### src/rtl/vga_timing_pkg.sv
// vga_timing_pkg: shared constants for the 1024x768@60 (65 MHz) VGA mode,
// used by both the timing generator and the receive-side checker, plus the
// receiver FSM state type and a small window helper.
package vga_timing_pkg;

  localparam int   H_TOTAL     = 1344;  // pixel clocks per line
  localparam int   H_SYNC      = 136;   // hsync pulse width
  localparam int   H_BP        = 296;   // first visible hc
  localparam int   H_FP        = 1320;  // first non-visible hc after active
  localparam int   V_TOTAL     = 806;   // lines per frame
  localparam int   V_SYNC      = 6;     // vsync pulse width in lines
  localparam int   V_BP        = 35;    // first visible vc
  localparam int   V_FP        = 803;   // first non-visible vc
  localparam logic SYNC_POL    = 1'b0;  // active level of both syncs
  localparam int   LOCK_FRAMES = 2;     // good frames needed for lock
  localparam int   CW          = 11;    // hc/vc width

  typedef enum logic [1:0] {
    SEARCH  = 2'd0,
    MEASURE = 2'd1,
    LOCKED  = 2'd2
  } rx_state_t;

  // True when lo <= v < hi.
  function automatic logic in_span(input int v, input int lo, input int hi);
    return (v >= lo) && (v < hi);
  endfunction

endpackage

### src/rtl/sync_edge_det.sv
// sync_edge_det: two-flop synchroniser followed by a leading-edge register.
// lead pulses for one cycle when the synchronised input moves to the POL
// level; the pulse appears three clocks after the pin changes.
// Ports:
//   clk  - pixel clock
//   clr  - synchronous active-high reset (flops return to the idle level)
//   sig  - raw sync input
//   lead - one-cycle leading-edge flag
module sync_edge_det #(
  parameter logic POL = 1'b0
) (
  input  logic clk,
  input  logic clr,
  input  logic sig,
  output logic lead
);

  logic sig_p0, sig_p1, sig_p2;

  always_ff @(posedge clk) begin
    if (clr) begin
      // Idle level, so a sync already inactive at release gives no edge.
      sig_p0 <= ~POL;
      sig_p1 <= ~POL;
      sig_p2 <= ~POL;
      lead   <= 1'b0;
    end else begin
      // p0/p1: synchroniser, p2: previous synchronised value
      sig_p0 <= sig;
      sig_p1 <= sig_p0;
      sig_p2 <= sig_p1;
      lead   <= (sig_p1 == POL) && (sig_p2 != POL);
    end
  end

endmodule

### src/rtl/vga_timing_rx.sv
// vga_timing_rx: receive-side VGA timing checker. Reconstructs hc/vc and
// the vidon window from incoming hsync/vsync, verifies line and frame
// lengths against the configured mode and reports lock.
// Ports:
//   clk, clr           - pixel clock, synchronous active-high reset
//   hsync, vsync       - syncs under test
//   hc, vc             - reconstructed counters (hc saturates = loss of signal)
//   vidon              - visible window while locked, aligned with hc/vc
//   locked             - timing matches for LOCK_FRAMES consecutive frames
//   timing_err         - one-cycle pulse on a mismatch while locked
//   frame_start        - one-cycle pulse per vsync edge in MEASURE/LOCKED
//   frame_cnt, err_cnt - only when VGA_RX_STATS_EN is defined
module vga_timing_rx #(
  parameter int   H_TOTAL     = vga_timing_pkg::H_TOTAL,
  parameter int   H_SYNC      = vga_timing_pkg::H_SYNC,
  parameter int   H_BP        = vga_timing_pkg::H_BP,
  parameter int   H_FP        = vga_timing_pkg::H_FP,
  parameter int   V_TOTAL     = vga_timing_pkg::V_TOTAL,
  parameter int   V_SYNC      = vga_timing_pkg::V_SYNC,
  parameter int   V_BP        = vga_timing_pkg::V_BP,
  parameter int   V_FP        = vga_timing_pkg::V_FP,
  parameter logic SYNC_POL    = vga_timing_pkg::SYNC_POL,
  parameter int   LOCK_FRAMES = vga_timing_pkg::LOCK_FRAMES,
  parameter int   CW          = vga_timing_pkg::CW
) (
  input  logic          clk,
  input  logic          clr,
  input  logic          hsync,
  input  logic          vsync,
  output logic [CW-1:0] hc,
  output logic [CW-1:0] vc,
  output logic          vidon,
  output logic          locked,
  output logic          timing_err,
  output logic          frame_start
`ifdef VGA_RX_STATS_EN
  ,
  output logic [15:0]   frame_cnt,
  output logic [7:0]    err_cnt
`endif
);

  import vga_timing_pkg::*;

  localparam int            GW      = $clog2(LOCK_FRAMES + 1);
  localparam logic [CW-1:0] CNT_MAX = '1;
  localparam logic [CW-1:0] H_LAST  = CW'(H_TOTAL - 1);
  localparam logic [CW-1:0] V_LAST  = CW'(V_TOTAL - 1);
  localparam logic [GW-1:0] G_LOCK  = GW'(LOCK_FRAMES);

  logic h_lead, v_lead;

  sync_edge_det #(.POL(SYNC_POL)) u_hs (
    .clk  (clk),
    .clr  (clr),
    .sig  (hsync),
    .lead (h_lead)
  );

  sync_edge_det #(.POL(SYNC_POL)) u_vs (
    .clk  (clk),
    .clr  (clr),
    .sig  (vsync),
    .lead (v_lead)
  );

  rx_state_t     state, state_nxt;
  logic [GW-1:0] good_cnt, good_nxt;
  logic [CW-1:0] hc_nxt, vc_nxt;
  logic          v_pend, v_pend_nxt;   // vsync seen, waiting for next hsync
  logic          frame_bad, frame_bad_nxt;
  logic          line_bad, frame_good, sat;
  logic          err_nxt, fs_nxt, locked_nxt, vidon_nxt;

  // Edge stage -> counter/FSM stage
  always_comb begin
    hc_nxt        = hc;
    vc_nxt        = vc;
    v_pend_nxt    = v_pend;
    frame_bad_nxt = frame_bad;
    state_nxt     = state;
    good_nxt      = good_cnt;
    err_nxt       = 1'b0;
    fs_nxt        = 1'b0;

    // Checks use the pre-clear counts; a bad line ending on the same edge
    // as vsync still belongs to the frame being judged.
    line_bad   = h_lead && (hc != H_LAST);
    frame_good = (vc == V_LAST) && !frame_bad && !line_bad;

    if (h_lead)             hc_nxt = '0;
    else if (hc != CNT_MAX) hc_nxt = hc + 1'b1;

    if (h_lead) begin
      if (v_lead || v_pend) vc_nxt = '0;
      else if (vc != CNT_MAX) vc_nxt = vc + 1'b1;
    end

    if (h_lead)      v_pend_nxt = 1'b0;
    else if (v_lead) v_pend_nxt = 1'b1;

    if (v_lead)        frame_bad_nxt = 1'b0;
    else if (line_bad) frame_bad_nxt = 1'b1;

    case (state)
      SEARCH: begin
        if (v_lead) begin
          state_nxt = MEASURE;
          good_nxt  = '0;
        end
      end
      MEASURE: begin
        if (v_lead) begin
          fs_nxt = 1'b1;
          if (frame_good) begin
            good_nxt = good_cnt + 1'b1;
            if (good_cnt + 1'b1 == G_LOCK) state_nxt = LOCKED;
          end else begin
            good_nxt = '0;
          end
        end
      end
      LOCKED: begin
        fs_nxt = v_lead;
        if (line_bad || (v_lead && !frame_good)) begin
          err_nxt   = 1'b1;
          state_nxt = MEASURE;
          good_nxt  = '0;
        end
      end
      default: begin
        state_nxt = SEARCH;
        good_nxt  = '0;
      end
    endcase

    // A saturated hc means hsync has gone away entirely.
    sat = (hc_nxt == CNT_MAX);
    if (sat) begin
      state_nxt = SEARCH;
      good_nxt  = '0;
    end

    locked_nxt = (state_nxt == LOCKED);
    vidon_nxt  = locked_nxt &&
                 in_span(int'(hc_nxt), H_BP, H_FP) &&
                 in_span(int'(vc_nxt), V_BP, V_FP);
  end

  // Counter/FSM stage -> registered outputs
  always_ff @(posedge clk) begin
    if (clr) begin
      state       <= SEARCH;
      good_cnt    <= '0;
      hc          <= '0;
      vc          <= '0;
      v_pend      <= 1'b0;
      frame_bad   <= 1'b0;
      vidon       <= 1'b0;
      locked      <= 1'b0;
      timing_err  <= 1'b0;
      frame_start <= 1'b0;
    end else begin
      state       <= state_nxt;
      good_cnt    <= good_nxt;
      hc          <= hc_nxt;
      vc          <= vc_nxt;
      v_pend      <= v_pend_nxt;
      frame_bad   <= frame_bad_nxt;
      vidon       <= vidon_nxt;
      locked      <= locked_nxt;
      timing_err  <= err_nxt;
      frame_start <= fs_nxt;
    end
  end

`ifdef VGA_RX_STATS_EN
  always_ff @(posedge clk) begin
    if (clr) begin
      frame_cnt <= '0;
      err_cnt   <= '0;
    end else begin
      if (fs_nxt)                   frame_cnt <= frame_cnt + 16'd1;
      if (err_nxt && err_cnt != '1) err_cnt   <= err_cnt + 8'd1;
    end
  end
`endif

endmodule
### config.mk
export PLATFORM = sky130hd
export DESIGN_NAME = vga_timing_rx
export DESIGN_NICKNAME = d
export VERILOG_FILES = /design/src/rtl/vga_timing_pkg.sv /design/src/rtl/sync_edge_det.sv /design/src/rtl/vga_timing_rx.sv
export SDC_FILE = /design/constraint.sdc
export NUM_CORES = 1
export LEC_CHECK = 0
export BUFFER_PORTS_ARGS = -buffer_cell sky130_fd_sc_hd__buf_4
export CORE_MARGIN = 5
export CORE_UTILIZATION = 40
export DETAILED_ROUTE_END_ITERATION = 8
export SYNTH_ARGS = -nofsm -noshare
export SYNTH_HDL_FRONTEND = slang
export SYNTH_SLANG_ARGS = --single-unit
### constraint.sdc
create_clock -name clk -period 2.5 [get_ports clk]
set_input_delay 0.125 -clock clk [delete_from_list [all_inputs] [get_ports clk]]
set_output_delay 0.125 -clock clk [all_outputs]
set_load 0.1 [all_outputs]
==> flow_metrics.py, run 1 <==
metrics = {
    "synth": {
        "syn_area_mm2": 0.00217,
        "muxShareOfSynthArea": 0.00922,
        "yosys.area.top_type_share": 0.369,
        "syn_inst": 263,
        "syn_nets": 275,
        "synth_edf_count": 0,
        "yosysWarnings": 0,
        "synthAdderAreaFrac": 0.0461,
        "ys_ff_latch": 40,
        "synth_top_family_by_area": "simple AND/OR/NAND/NOR gates",
        "ys.flop_type": "dfxtp_1",
        "synth_xor_area_frac": 0.0202,
        "synthSimpleGateAreaFrac": 0.325,
        "syn_avg_cell_area_um2": 8.25,
        "ys_types": 57,
        "synthTopCellsByArea": "dfxtp_1 37%, nor2_1 6.2%, ha_1 4.6%, nor3_1 3.9%, and4_1 3.2%",
        "seq_area_frac_synth": 0.369,
        "yosysTopAreaCell": "dfxtp_1",
        "ys_async_sr_fraction": 0,
        "synth_compound_area_frac": 0.183,
    },
    "sta": {
        "worst_pin_slew_ns": 0.468,
        "fin_worst_skew_ns": 0.00606,
        "fin_crit_ns": 2.35,
        "period_share": 0.940,
        "hold-worst-slack_ns": 0.0143,
        "setup_viol": 0,
        "slew_viol_final": 0,
        "max_freq_mhz": 425,
        "relSlewSlack": 0.688,
        "setup_tns_ns": 0,
        "rsz0062_at_grt": "false",
        "hold_viol_final": 0,
    },
    "floorplan": {
        "start_util": 0.417,
        "io-pin-count": 30,
        "die_h_um": 83.7,
        "floorplan.rows": 26,
        "die-area_mm2": 0.00700,
        "core_mm2": 0.00520,
        "die_x_um": 83.7,
    },
    "clocking": {
        "cts_tree": "done",
        "cts-root-buf": "clkbuf_8",
        "clockBufferDepth": 2,
        "numCtsBuffers": 5,
        "cts.sinks": 40,
        "clkTransAtPathRegs_ns": 0.08,
        "cts_max_level": 2,
        "clk-insertion-delay-late_ns": 0.30,
    },
    "finish": {
        "fin_util": 0.527,
        "fin_cells": 374,
        "antennaDiodeCount": 0,
        "nets": 315,
        "areaGrowthSynthToFinish_pct": 26.4,
        "final_layout_size_suffix_gt1_frac": 0.316,
    },
    "critical_path": {
        "regToRegSetupSlack_ns": 0.15,
        "setup.worst_path.start_class": "register",
        "crit_buf_inv": 0,
        "criticalPathCategory": "reg -> reg",
        "cp-end-kind": "register",
        "crit_start": "vc[0]$_SDFF_PP0_",
        "path_max_fanout": 8,
        "rr_endpoint": "vidon$_SDFF_PP0_",
        "cp.arrival_ns": 2.55,
        "crit_family": "simple AND/OR/NAND/NOR gates",
        "worstSetupPathDepth": 8,
        "cpPeakStageDelay_ns": 0.40,
        "worst_r2r_path_depth": 8,
        "crit_required_ns": 2.69,
        "crit_slowest_cell": "dfxtp_4",
        "cp_cell_sequence": "ha_4 > and4_2 > and4_1 > o21ai_0 > a211o_1 > or4_1 > and4_1 > and4_1",
        "cp_common_cell": "and4_1",
        "worstReg2RegStart": "vc[0]$_SDFF_PP0_",
    },
    "flow_run": {
        "drv_cap": 0,
    },
    "global_route": {
        "grt_pass1_vias": 1904,
        "gr-total-overflow": 0,
        "grt_max_degree": 17,
        "grt_pass1_wl_um": 9160,
        "antenna_found_initial": 0,
        "track_usage": 0.157,
    },
    "min_path": {
        "holdPathEnd": "u_hs.sig_p0$_SDFF_PP1_",
        "hold_class": "in -> reg",
        "worstHoldPathCells": 2,
        "hp-start": "hsync",
    },
    "detailed_routing": {
        "wl_um": 5350,
        "viasPerCell": 5.52,
        "drtIter0Drc": 90,
        "vias": 2066,
        "drcViolationCount": 0,
        "postRouteAntennaNets": 0,
        "wire_per_inst_um": 14.3,
        "dr.pass1.iters": 4,
    },
    "place": {
        "io_buffers": 29,
        "dp_hpwl_um": 3960,
        "dp.cells": 364,
        "gp_congestion": 0.909,
    },
    "power_and_ir_drop": {
        "power.density_mw_per_mm2": 473,
        "ir_drop_uv": 278,
        "p_leak_nw": 1.02,
    },
    "status": {
        "status": "complete, no violations",
    },
}
==> flip-flops by register name, indices dropped and copies added (netlist names) <==
name / cells
frame_bad: 1
frame_start: 1
good_cnt: 2
hc: 11
locked: 1
state: 2
timing_err: 1
u_hs.lead: 1
u_hs.sig_p0: 1
u_hs.sig_p1: 1
u_hs.sig_p2: 1
u_vs.lead: 1
u_vs.sig_p0: 1
u_vs.sig_p1: 1
u_vs.sig_p2: 1
v_pend: 1
vc: 11
vidon: 1
==> routing by layer <==
metal / vias to the layer above / track usage / wire [um]
li1: 1055 / - / -
met1: 949 / 0.212 / 2550
met2: 52 / 0.244 / 2430
met3: 10 / 0.0365 / 273
met4: 0 / 0.0556 / 97
met5: - / 0 / 0
==> placed cells by master (no fill, tap or decap), types with 2 or more instances in the layout <==
cell type and instances:
and2_1 2, o2111ai_1 2, xor2_1 3, dfxtp_1 18, o211a_1 2, nor3_1 16
o21ai_0 11, dfxtp_4 10, nand3_1 8, or4b_1 2, ha_1 7, nor2_1 36
clkbuf_8 5, and4_1 7, nor3_2 2, dfxtp_2 12, nand2_1 17, or2_2 7
nor4_1 7, and2_2 2, a211oi_1 2, a21oi_1 12, nor4b_1 2, mux2i_1 2
buf_4 43, o211ai_1 2, or3_1 3, o31ai_1 2, inv_1 13, a31oi_1 7
nand4_1 2, xnor2_1 2, or4_1 2, a41oi_1 2
==> logic make-up after synthesis <==
| family | count (synthesis) |
|---|---|
| mux | 2 |
| xor+xnor | 5 |
| flops | 40 |
| compound gates | 58 |
| buf+inv | 24 |
| simple gates | 126 |
| fa+ha+maj | 8 |
==> stage by stage <==
stage	power (mW)	worst slack (ns)	instance area, um^2
finish	1.30	0.149	2740
global route	1.37	0.0120	2740
CTS	1.32	0.0991	2720
detailed placement	0.769	0.105	2590
global placement	0.769	0.148	2590
floorplan	0.742	0.00922	2240
==> final cells by class <==
type | instances | area, um^2
clock buffer | 5 | 68.8
clock inverter | 3 | 46.3
sequential | 40 | 853
tap | 70 | 87.6
inverter | 13 | 48.8
fill | 520 | 2460
timing repair buffer | 44 | 333
multi-input combinational | 199 | 1310
==> synthesized netlist by cell type (2+ instances only) <==
master and n:
xor2_1 3, and4_1 8, ha_1 8, inv_1 13
clkbuf_1 5, and2_1 2, nor4b_1 3, nand4_1 2
nor3_1 17, a21oi_1 12, a41oi_1 3, o31ai_1 2
mux2i_1 2, or2_2 7, or4b_1 2, o21ai_0 11
and2_2 2, or3_1 3, o211ai_1 2, o211a_1 2
dfxtp_1 40, nor4_1 7, a31oi_1 7, buf_2 4
or4_1 2, nand2_1 17, nor2_1 36, xnor2_1 2
a211oi_1 2, o2111ai_1 2, nand3_1 9
==> worst max path at each step <==
stage / endpoint / slack [ns]
5_1_grt: vidon$_SDFF_PP0_ / 0.01
4_1_cts: vidon$_SDFF_PP0_ / 0.1
3_5_place_dp: vidon$_SDFF_PP0_ / 0.11
2_1_floorplan: vidon$_SDFF_PP0_ / 0.009
6_report: vidon$_SDFF_PP0_ / 0.15
3_3_place_gp: vidon$_SDFF_PP0_ / 0.15
==> power breakdown <==
part	switching, mW	leakage (nW)	internal [mW]
logic	0.0709	0.632	0.0319
registers	0.0128	0.338	0.640
clock network	0.242	0.0548	0.301
==> what timing repair did <==
action	4_1_cts	5_1_grt
hold buffers	1	0
setup buffers	0	1
hold endpoints to repair	1	0
endpoints found under the setup margin	0	1
gates resized for setup	0	5
Note: power is estimated with default switching activity, not from simulation.
==> inputs of run 2 (changes only) <==
--- a/config.mk
+++ b/config.mk
@@ -6,6 +6,7 @@
 export NUM_CORES = 1
 export LEC_CHECK = 0
 export BUFFER_PORTS_ARGS = -buffer_cell sky130_fd_sc_hd__buf_4
+export CORE_ASPECT_RATIO = 1.25
 export CORE_MARGIN = 5
 export CORE_UTILIZATION = 40
 export DETAILED_ROUTE_END_ITERATION = 8
==> constraint.sdc (replaced) <==
create_clock -name clk -period 2.5 [get_ports clk]
set_input_delay 0.125 -clock clk [delete_from_list [all_inputs] [get_ports clk]]
set_output_delay 0.125 -clock clk [all_outputs]
set_load 0.02 [all_outputs]
==> flow_metrics.py, run 2 (synthesis gave the netlist of run 1 again) <==
metrics = {
    "detailed_routing": {
        "drcViolationCount": 0,
        "postRouteAntennaNets": 0,
        "drtIter0Drc": 123,
        "wire_per_inst_um": 14.3,
        "wl_um": 5480,
        "viasPerCell": 5.56,
        "vias": 2128,
        "dr.pass1.iters": 4,
    },
    "place": {
        "dp.cells": 372,
        "dp_hpwl_um": 4110,
        "gp_congestion": 0.925,
        "io_buffers": 29,
    },
    "finish": {
        "areaGrowthSynthToFinish_pct": 29.7,
        "final_layout_size_suffix_gt1_frac": 0.301,
        "antennaDiodeCount": 0,
        "fin_cells": 383,
        "fillerInstances": 536,
        "layout_commonest_cell": "buf_4",
        "nets": 330,
        "final_cell_mix": "58 x buf_4, 36 x nor2_1, 36 x dfxtp_1",
        "top_regs": "hc x11, vc x11",
        "fin_util": 0.525,
    },
    "clocking": {
        "clockBufferDepth": 2,
        "clk-insertion-delay-late_ns": 0.29,
        "numCtsBuffers": 5,
        "cts.sinks": 40,
        "cts_tree": "done",
        "cts-root-buf": "clkbuf_8",
        "clkTransAtPathRegs_ns": 0.08,
        "cts_max_level": 2,
    },
    "sta": {
        "hold_viol_final": 0,
        "fin_crit_ns": 2.34,
        "worst_pin_slew_ns": 0.446,
        "rsz0062_at_grt": "false",
        "setup_tns_ns": 0,
        "slew_viol_final": 0,
        "period_share": 0.938,
        "fin_worst_skew_ns": 0.00273,
        "setup_viol": 0,
        "hold-worst-slack_ns": 0.0126,
        "relSlewSlack": 0.701,
        "max_freq_mhz": 427,
    },
    "critical_path": {
        "worst_r2r_path_depth": 7,
        "worstReg2RegStart": "vc[4]$_SDFF_PP0_",
        "crit_start": "vc[4]$_SDFF_PP0_",
        "setup.worst_path.start_class": "register",
        "crit_slowest_cell": "or4_4",
        "crit_family": "simple AND/OR/NAND/NOR gates",
        "worstSetupPathDepth": 7,
        "cp.arrival_ns": 2.58,
        "rr_endpoint": "vidon$_SDFF_PP0_",
        "criticalPathCategory": "reg -> reg",
        "crit_end": "vidon$_SDFF_PP0_",
        "cp_cell_sequence": "or4b_1 > or4_4 > a21oi_4 > a221oi_1 > buf_4 > nor4_4 > and4_1",
        "crit_buf_inv": 1,
        "cp-end-kind": "register",
        "crit_required_ns": 2.74,
        "regToRegSetupSlack_ns": 0.16,
        "cpPeakStageDelay_ns": 0.54,
        "path_max_fanout": 10,
    },
    "power_and_ir_drop": {
        "power.density_mw_per_mm2": 457,
        "ir_drop_uv": 358,
        "p_leak_nw": 1.10,
        "finalPower_mw": 1.29,
    },
    "floorplan": {
        "die_h_um": 92.4,
        "floorplan.rows": 30,
        "die_x_um": 75.9,
        "io-pin-count": 30,
        "core_mm2": 0.00537,
        "die-area_mm2": 0.00701,
        "start_util": 0.404,
    },
    "global_route": {
        "gr-total-overflow": 0,
        "track_usage": 0.168,
        "grt_pass1_wl_um": 9380,
        "grt_pass1_vias": 2028,
        "antenna_found_initial": 0,
        "grt_max_degree": 17,
    },
    "status": {
        "status": "complete, no violations",
    },
    "flow_run": {
        "drv_cap": 0,
    },
    "min_path": {
        "hold_class": "in -> reg",
    },
}
## run 2: cell count changes in the layout (fill, tap and decap cells not counted), sizes merged
cell and delta:
inv -1, buf +15, clkinvlp -1, clkinv +1, clkbuf +1
## run 2: how the worst min path moves through the flow
stage / start / end / slack (ns) / cells past startpoint
after global placement: vsync / u_vs.sig_p0$_SDFF_PP1_ / 0.31 / 2
after floorplan: clr / vc[8]$_SDFF_PP0_ / 0.20 / 1
after CTS: hsync / u_hs.sig_p0$_SDFF_PP1_ / 0.004 / 2
after detailed placement: hsync / u_hs.sig_p0$_SDFF_PP1_ / 0.32 / 2
final: hsync / u_hs.sig_p0$_SDFF_PP1_ / 0.01 / 2
after global routing: hsync / u_hs.sig_p0$_SDFF_PP1_ / 0.001 / 2
## run 2: power by group
group / total, mW / internal, mW / leakage (nW) / switching, mW
registers: 0.659 / 0.649 / 0.326 / 0.0101
logic: 0.0794 / 0.0351 / 0.711 / 0.0444
clock network: 0.549 / 0.326 / 0.0614 / 0.223
## run 2: repair_timing
item / 4_1_cts / 5_1_grt
gates resized for setup: 0 / 13
buffers inserted: 0 / 2
hold buffers: 0 / 1
hold endpoints to repair: 0 / 1
endpoints found under the setup margin: 0 / 3
## run 2: cell type report
cell class | count | area (um^2) | area share
Clock buffer | 6 | 82.6 | 0.0293
Clock inverter | 2 | 38.8 | 0.0138
Inverter | 13 | 48.8 | 0.0173
Multi-Input combinational cell | 199 | 1320 | 0.467
Sequential cell | 40 | 806 | 0.286
Tap cell | 64 | 80.1 | 0.0284
Timing Repair Buffer | 59 | 445 | 0.158
## run 2: through the flow
stage / area, um^2 / setup WS [ns]
after floorplan: 2170 / 0.0911
after global placement: 2620 / 0.0907
after detailed placement: 2620 / 0.0702
after CTS: 2740 / 0.0491
after global routing: 2820 / 0.0162
final: 2820 / 0.156
## run 2: routing by layer
| metal | wire [um] | global-route usage | share of wire | up-vias |
|---|---|---|---|---|
| met5 | 0 | 0 | 0 | - |
| met2 | 2710 | 0.270 | 0.49 | 49 |
| met3 | 258 | 0.0347 | 0.047 | 12 |
| met1 | 2380 | 0.215 | 0.43 | 986 |
| met4 | 127 | 0.0656 | 0.023 | 0 |
| li1 | - | - | - | 1081 |
==> inputs of run 3 (changes only) <==
--- a/config.mk
+++ b/config.mk
@@ -10,6 +10,7 @@
 export CORE_MARGIN = 5
 export CORE_UTILIZATION = 40
 export DETAILED_ROUTE_END_ITERATION = 8
+export PLACE_DENSITY = 0.69
 export SYNTH_ARGS = -nofsm -noshare
 export SYNTH_HDL_FRONTEND = slang
 export SYNTH_SLANG_ARGS = --single-unit
==> flow_metrics.py, run 3 (synthesis gave the netlist of run 1 again) <==
metrics = {
    "place": {
        "dp_hpwl_um": 4220,
        "gp_congestion": 0.894,
        "post-place-ws_ns": 0.0448,
        "io_buffers": 29,
    },
    "detailed_routing": {
        "drcViolationCount": 0,
        "vias": 2141,
        "viasPerCell": 5.65,
        "drtIter0Drc": 88,
        "postRouteAntennaNets": 0,
        "wire_per_inst_um": 15.0,
        "dr.pass1.iters": 4,
        "wl_um": 5680,
    },
    "finish": {
        "antennaDiodeCount": 0,
        "areaGrowthSynthToFinish_pct": 27.1,
        "final_layout_size_suffix_gt1_frac": 0.302,
        "top_regs": "hc x11, vc x11",
        "final_cell_mix": "56 x buf_4, 36 x nor2_1, 36 x dfxtp_1",
        "layout_commonest_cell": "buf_4",
        "fillerInstances": 518,
        "nets": 327,
    },
    "power_and_ir_drop": {
        "power.density_mw_per_mm2": 419,
        "ir_drop_uv": 246,
        "p_leak_nw": 1.06,
        "finalPower_mw": 1.16,
    },
    "global_route": {
        "track_usage": 0.173,
        "grt_pass1_wl_um": 9550,
        "grt_max_degree": 17,
        "antenna_found_initial": 0,
        "grt_pass1_vias": 2043,
        "gr-total-overflow": 0,
    },
    "status": {
        "status": "complete, no violations",
    },
    "clocking": {
        "clk-insertion-delay-late_ns": 0.30,
        "cts_tree": "done",
        "clkTransAtPathRegs_ns": 0.08,
        "clockBufferDepth": 2,
        "numCtsBuffers": 5,
        "cts_max_level": 2,
        "cts-root-buf": "clkbuf_8",
        "cts.sinks": 40,
    },
    "critical_path": {
        "cp-end-kind": "register",
        "cpPeakStageDelay_ns": 0.38,
        "cp_common_cell": "and4_1",
        "cp.arrival_ns": 2.55,
        "setup.worst_path.start_class": "register",
        "crit_required_ns": 2.69,
        "crit_slowest_cell": "or4_1",
        "criticalPathCategory": "reg -> reg",
        "path_max_fanout": 5,
        "cp_cell_sequence": "ha_2 > and4_4 > and4_2 > o21ai_0 > a211o_1 > or4_1 > and4_1 > and4_1",
    },
    "floorplan": {
        "die_h_um": 92.4,
        "start_util": 0.404,
        "die_x_um": 75.9,
        "core_mm2": 0.00537,
        "die-area_mm2": 0.00701,
        "io-pin-count": 30,
        "floorplan.rows": 30,
    },
    "sta": {
        "fin_worst_skew_ns": 0.00688,
        "setup_viol": 0,
        "worst_pin_slew_ns": 0.555,
        "worst_slack_ns": 0.147,
        "fin_crit_ns": 2.35,
        "hold_viol_final": 0,
        "setup_tns_ns": 0,
        "rsz0062_at_grt": "false",
        "slew_viol_final": 0,
        "max_freq_mhz": 425,
        "relSlewSlack": 0.630,
        "period_share": 0.941,
    },
    "min_path": {
        "hold_class": "in -> reg",
    },
    "flow_run": {
        "drv_cap": 0,
    },
}
[run 3: changes by cell type in the layout (fill, tap and decap cells not counted), sizes merged]
cell | before | now
buf | 58 | 56
bufinv | 1 | 0
clkbuf | 6 | 5
clkinvlp | 0 | 1
dlygate4sd3 | 1 | 0
[run 3: metal layers]
metal / vias to the layer above / track usage / share of wire / wire length, um
met5: - / 0 / 0 / 0
met4: 0 / 0.0816 / 0.022 / 123
met3: 9 / 0.0293 / 0.045 / 257
met2: 56 / 0.276 / 0.49 / 2810
met1: 999 / 0.220 / 0.44 / 2500
li1: 1077 / - / - / -
[run 3: stage by stage]
| step | hold WS, ns | instances | instance area, um^2 | utilization |
|---|---|---|---|---|
| detailed placement | 0.313 | 371 | 2610 | 0.487 |
| finish | 0.0113 | 379 | 2760 | 0.514 |
| CTS | 0.000262 | 378 | 2690 | 0.502 |
| global placement | 0.309 | 371 | 2610 | 0.487 |
| global route | 0.00580 | 379 | 2760 | 0.514 |
| floorplan | 0.197 | 263 | 2170 | - |
[run 3: final timing paths]
| path | from | end | slack (ns) | depth (start not counted) |
|---|---|---|---|---|
| setup reg to reg | vc[0]$_SDFF_PP0_ | vidon$_SDFF_PP0_ | 0.15 | 8 |
| hold reg to reg | u_hs.sig_p2$_SDFF_PP1_ | u_hs.lead$_SDFF_PP0_ | 0.41 | 2 |
| hold / removal | hsync | u_hs.sig_p0$_SDFF_PP1_ | 0.01 | 2 |
| setup / recovery | vc[0]$_SDFF_PP0_ | vidon$_SDFF_PP0_ | 0.15 | 8 |
[run 3: worst max-delay path, delay by kind of cell, from the launching register on]
| family | cells | cell delay [ns] |
|---|---|---|
| flip-flops | 1 | 0.37 |
| AND/OR/NAND/NOR | 5 | 1.26 |
| adder cells (fa/ha/maj) | 1 | 0.22 |
| AO/OA/AOI/OAI | 2 | 0.40 |
[run 3: area by class of cell]
class	count	area (um^2)	share of cell area
clock buffers	5	68.8	0.0249
clock inverters	2	12.5	0.00453
inverters	13	48.8	0.0177
multi-input cells	199	1320	0.479
flip-flops and latches	40	808	0.293
well taps	64	80.1	0.0290
repair buffers	56	420	0.152
[run 3: power breakdown]
part | switching, mW | internal (mW) | leakage [nW]
registers | 0.0119 | 0.647 | 0.326
clock network | 0.229 | 0.189 | 0.0400
logic | 0.0432 | 0.0352 | 0.697
[run 3: repair_timing]
item                       CTS  global route
hold buffers                 0             0
setup buffers                0             1
setup endpoints to repair    0             6
gates resized for setup      0            16
